--- src/rtl/rate_tick_generator.sv ---
// Loadable down counter emitting a one-cycle tick every N enabled clocks,
// either auto-reloading (periodic) or stopping after one interval (one-shot).
module rate_tick_generator #(
  parameter int WIDTH = 16
) (
  input  logic             clock,
  input  logic             clearN,
  input  logic             enable,
  input  logic             load,
  input  logic [WIDTH-1:0] period,
  input  logic             mode,
  output logic [WIDTH-1:0] q,
  output logic             tick,
  output logic             busy
);

  typedef enum logic {
    IDLE,
    RUN
  } state_t;

  localparam logic [WIDTH-1:0] ONE  = WIDTH'(1);
  localparam logic [WIDTH-1:0] ZERO = '0;

  state_t           state;
  logic [WIDTH-1:0] rl;

  // Load always wins over counting, so a load landing on the terminal count
  // swallows that tick and never reloads from the stale rl.
  always_ff @(posedge clock or negedge clearN) begin
    if (!clearN) begin
      state <= IDLE;
      rl    <= ZERO;
      q     <= ZERO;
      tick  <= 1'b0;
    end else if (load) begin
      rl    <= period;
      q     <= period;
      tick  <= 1'b0;
      state <= (period != ZERO) ? RUN : IDLE;
    end else if (state == RUN && enable) begin
      if (q > ONE) begin
        q    <= q - ONE;
        tick <= 1'b0;
      end else begin
        // q==0 cannot occur in RUN; treating it as terminal keeps the counter
        // from ever wrapping should it somehow appear.
        tick <= 1'b1;
        if (mode) begin
          q     <= ZERO;
          state <= IDLE;
        end else begin
          q     <= rl;
        end
      end
    end else begin
      tick <= 1'b0;
    end
  end

  assign busy = (state == RUN);

endmodule

--- config.mk ---
export PLATFORM = sky130hd
export DESIGN_NAME = rate_tick_generator
export DESIGN_NICKNAME = d
export VERILOG_FILES = /design/src/rtl/rate_tick_generator.sv
export SDC_FILE = /design/constraint.sdc
export NUM_CORES = 1
export LEC_CHECK = 0
export BUFFER_PORTS_ARGS = -buffer_cell sky130_fd_sc_hd__buf_2
export CELL_PAD_IN_SITES_DETAIL_PLACEMENT = 1
export CELL_PAD_IN_SITES_GLOBAL_PLACEMENT = 1
export CORE_MARGIN = 2
export CORE_UTILIZATION = 46
export DETAILED_ROUTE_END_ITERATION = 10
export HOLD_SLACK_MARGIN = 0.05
export PLACE_DENSITY = 0.85
export SLEW_MARGIN = 20
export SYNTH_ARGS = -nofsm -noshare
export SYNTH_HDL_FRONTEND = slang
export SYNTH_SLANG_ARGS = --single-unit
--- constraint.sdc ---
create_clock -name clock -period 4.4 [get_ports clock]
set_input_delay 0.66 -clock clock [delete_from_list [all_inputs] [get_ports clock]]
set_output_delay 0.66 -clock clock [all_outputs]
set_load 0.05 [all_outputs]
; Word-level counts from Yosys, hierarchy flattened
; Cells that the tools add are included.
[totals]
ff_bits = 34
inputBits = 21
output_inout_bits = 18
word_cells = 24
[classes]
addsub = 1
magnitude_cmp = 1
n_eq_ne = 1
mux = 12
n_reduce_logical = 5
[ops]
columns = operator, count
row1 = two-way mux 16 bit, 4
row2 = > comparator 16 x 1 -> 1 bit (second input constant), 1
row3 = nonzero test 16 bit, 1
row4 = subtractor 16 x 1 -> 16 bit (second input constant), 1
row5 = two-way mux 1 bit, 8
row6 = nonzero test 2 bit, 2
row7 = AND reduction 3 bit, 1
row8 = != test 2 bit (second input constant), 1
row9 = logical AND 1 bit, 1

; Logic depth before layout (Yosys ltp)
[depth]
depth_word = 4
ltp_mapped = 8
ltp_nobuf = 7

; Worst setup path before layout
; Ideal clock, no wire load.
[synth_path]
kind = register to register
from = register q[0]
to = register q[15]
setup_time_ns = 0.094
arrival_time_ns = 2.133
t_required_ns = 4.306
slack_ns = 2.173
path_stages_with_launch = 9
n_path_buf = 1
synth_period_minus_slack_ns = 2.227
cell_sequence = dfrtp_1 > inv_1 > ha_1 > nor2_1 > or4_1 > buf_6 > nor2_4 > a211o_1 > a221oi_2
[synth_via]
elab_chain_len = 4
elab_cells_between_ends = 5
classes_between = 1 x add/sub / 1 x order compare / 3 x mux
[synth_lines]
columns = element, line_no
row1 = start: declaration, 12  ; output logic [WIDTH-1:0] q,
row2 = start signal: assignment, 38  ; q <= period;
row3 = start signal: assignment, 43  ; q <= q - ONE;
row4 = start signal: assignment, 53  ; q <= rl;
row5 = subtractor 16 x 1 -> 16 bit or > comparator 16 x 1 -> 1 bit (tied branches), "43, 42"
row6 = two-way mux 16 bit *, 42  ; if (q > ONE) begin
row7 = two-way mux 16 bit *, 41  ; end else if (state == RUN && enable) begin
row8 = two-way mux 16 bit *, 36  ; end else if (load) begin
; Every way passes the cells marked *; elsewhere a longest branch is shown, timed or not. The select of a mux whose other input is x is not followed.
; A chain may end at the register's enable or synchronous reset.

; Worst setup path in the final report
[layout_path]
from = register q[4]
to = register q[6]
; Same word-level chain as after synthesis.

==> metrics.md <==
| Metric | Value |
|---|---|
| Antenna-violating nets left | `0` |
| Layout Nets | `around 290` |
| Area of the core | `4690 sq um` |
| Seq/Total Area, Yosys | `0.380` |
| Row count | `25` |
| Pin count of the biggest net entering global routing | `49` |
| Diodes inserted | `0` |
| Cts hold-fix bufs | `0` |
| Yosys cell types | `61` |
| Critical Path Source Type | `flop` |
| Avg WL per Cell | `19.9 microns` |
| Slew @ Worst Pin | `a little under 900 ps` |
| Dpl hpwl | `approximately 4600 microns` |
| Status | `completed` |
| Clock-pin transition on the worst setup and hold timing paths | `80 ps` |
| Max VDD drop | `roughly 150 uV` |
| Share of layout cells above drive strength 1 | `0.262` |
| Max-slew headroom | `0.407` |
| Final hold violation count | `0` |
| Critical Path Sink Type | `flop` |
| Initial DRC count | `approximately 130` |
| P per Cell Area | `346 nW/um^2` |
| Top post-synthesis cells by area | `dfrtp_1 (38%), nor4_4 (4.8%), nand2_1 (3.9%)` |
| Power consumption | `~860 uW` |
| Required @ worst endpoint | `between 4000 and 5000 ps` |
| Fin crit share | `0.561` |
| Post-synthesis net count | `263` |
| Final setup violation count | `0` |
| # IOs | `39` |
| Post-synthesis cell type with the largest combined area | `dfrtp_1` |
| Synth cell count leaders | `dfrtp_1 (34), nand2_1 (23), inv_1 (17), nor2_1 (17), o21ai_0 (15)` |
| DR pass1 iterations | `4` |
| Post-Syn Area | `2240 sq um` |
| Fmax | `0.405 GHz` |
| Port buffer count | `38` |
| Die X-Extent | `approximately 74 microns` |
| Synthesis-stage register bit count | `34` |
| Setup_tns | `0 ps` |
| Remaining DRCs | `0` |
| Top-count cell post-synth | `dfrtp_1` |
| Postcts setup bufs | `0` |
| RSZ-0062 raised after global routing | `no` |
| Ys Warns | `0` |
| Worst skew pair latency | `290 ps` |
| Overflow after GRT | `0` |
| Post-synth EDFFs | `0` |
| Vias in the first global route | `~2,100` |
| Chip height | `73.8 microns` |
| Worst hold path type | `in -> async` |
| Max Cap Viol | `0` |
| Syn Area/Cell | `approximately 9.3 sq um` |
| Clock skew | `between 10 and 15 ps` |
| Total GRT Usage | `0.264` |
| Via total after detailed routing | `2,025` |
| Gpl congestion | `0.891` |
| Leakage | `just over 0.001 uW` |
| Initial Util | `0.477` |
| H-tree levels | `2` |
| Clock sinks | `34` |
| Final Util | `0.532` |
| Clock buffer depth | `2` |
| Post_cts resized | `0` |
| Total Die Area | `5440 sq um` |
| First-pass GRT wire length | `10,700 microns` |
| CTS tree | `yes` |
| Critical path arrival | `roughly 2600 ps` |
| Vias/cell | `6.23` |
| Area share of the largest cell type after synthesis | `0.380` |
| Max-slew violations | `0` |
| Tmin final | `2470 ps` |
| TritonCTS buffer count | `5` |
| Async S/R FF share, synth | `1.00` |
| Cells after Synth | `240` |
| Area added between synthesis and finish | `11.5%` |
| Crit Path Max Fanout | `10` |
| Post-Route WL | `6460 microns` |
| Initial antenna violation count | `0` |
| Top_reg_cell synth | `dfrtp_1` |
| Root Buffer | `clkbuf_8` |
| Kind of critical path | `reg -> reg` |
## path summary, 6_finish.rpt
kind / from / endpoint / slack [ps] / depth (start not counted)
max in group asynchronous: clearN / q[11]$_DFFE_PN0P_ / 3460 / 1
hold / removal: clearN / q[14]$_DFFE_PN0P_ / 450 / 1
min in group clock: rl[1]$_DFFE_PN0P_ / rl[1]$_DFFE_PN0P_ / 510 / 1
setup / recovery: q[4]$_DFFE_PN0P_ / q[6]$_DFFE_PN0P_ / 1930 / 5
setup reg to reg: q[4]$_DFFE_PN0P_ / q[6]$_DFFE_PN0P_ / 1930 / 5
hold reg to reg: rl[1]$_DFFE_PN0P_ / rl[1]$_DFFE_PN0P_ / 510 / 1
## where the power goes
group	switching [uW]	internal (uW)
Sequential	44.1	343
Combinational	164	71.7
Clock	114	126
## cell type report
class	count	area (sq um)
clock inverter	1	5.00
fill	566	2200
clock buffer	7	86.3
inverter	18	67.6
tap	54	67.6
multi-input combinational	173	1230
timing repair buffer	38	190
sequential	34	851
## flip-flops by register name, summed over array words and instances (netlist names)
name  flops
tick      1
q        16
busy      1
rl       16
## layout by cell type (no fill, tap or decap), types with 3 or more instances in the layout
master,count
buf_2,38
dfrtp_1,34
nand2_1,23
inv_1,17
nor2_1,17
o21ai_0,15
a21oi_1,9
nor4_1,9
nand2b_1,6
a31oi_1,6
clkbuf_8,6
nor4_4,5
o211ai_1,5
nand3_1,5
o21ai_1,5
mux2_2,4
nor4_2,4
xor2_1,4
o22ai_1,3
nor3_1,3
## cell families after synthesis
| family | Yosys count | share of synthesized area |
|---|---|---|
| AND/OR/NAND/NOR | 93 | 0.272 |
| AO/OA/AOI/OAI | 70 | 0.230 |
| flip-flops | 34 | 0.380 |
| buffers and inverters | 33 | 0.0710 |
| XOR/XNOR | 4 | 0.0156 |
| multiplexers | 4 | 0.0201 |
| adder cells (fa/ha/maj) | 2 | 0.0112 |
## metrics by stage
stage	instances	area (sq um)	hold WS [ps]	setup WS, ps
floorplan	240	2240	364	2170
global placement	317	2400	492	1870
detailed placement	317	2400	499	1840
CTS	325	2500	477	1960
global route	325	2500	515	1740
finish	325	2500	445	1930
## per-layer routing
layer | wire (microns) | global-route usage
met1 | 2840 | 0.344
met2 | 3100 | 0.416
met3 | 344 | 0.0590
met4 | 172 | 0.117
met5 | 0 | 0
## worst max-delay path, cell delays in order (launching register included)
cell and delay (ps):
dfrtp_1 490, nor4_4 530, and3_1 490, nand2_1 340, a211oi_1 340, o31ai_1 110
No activity file was read; power rests on OpenSTA's default activity.
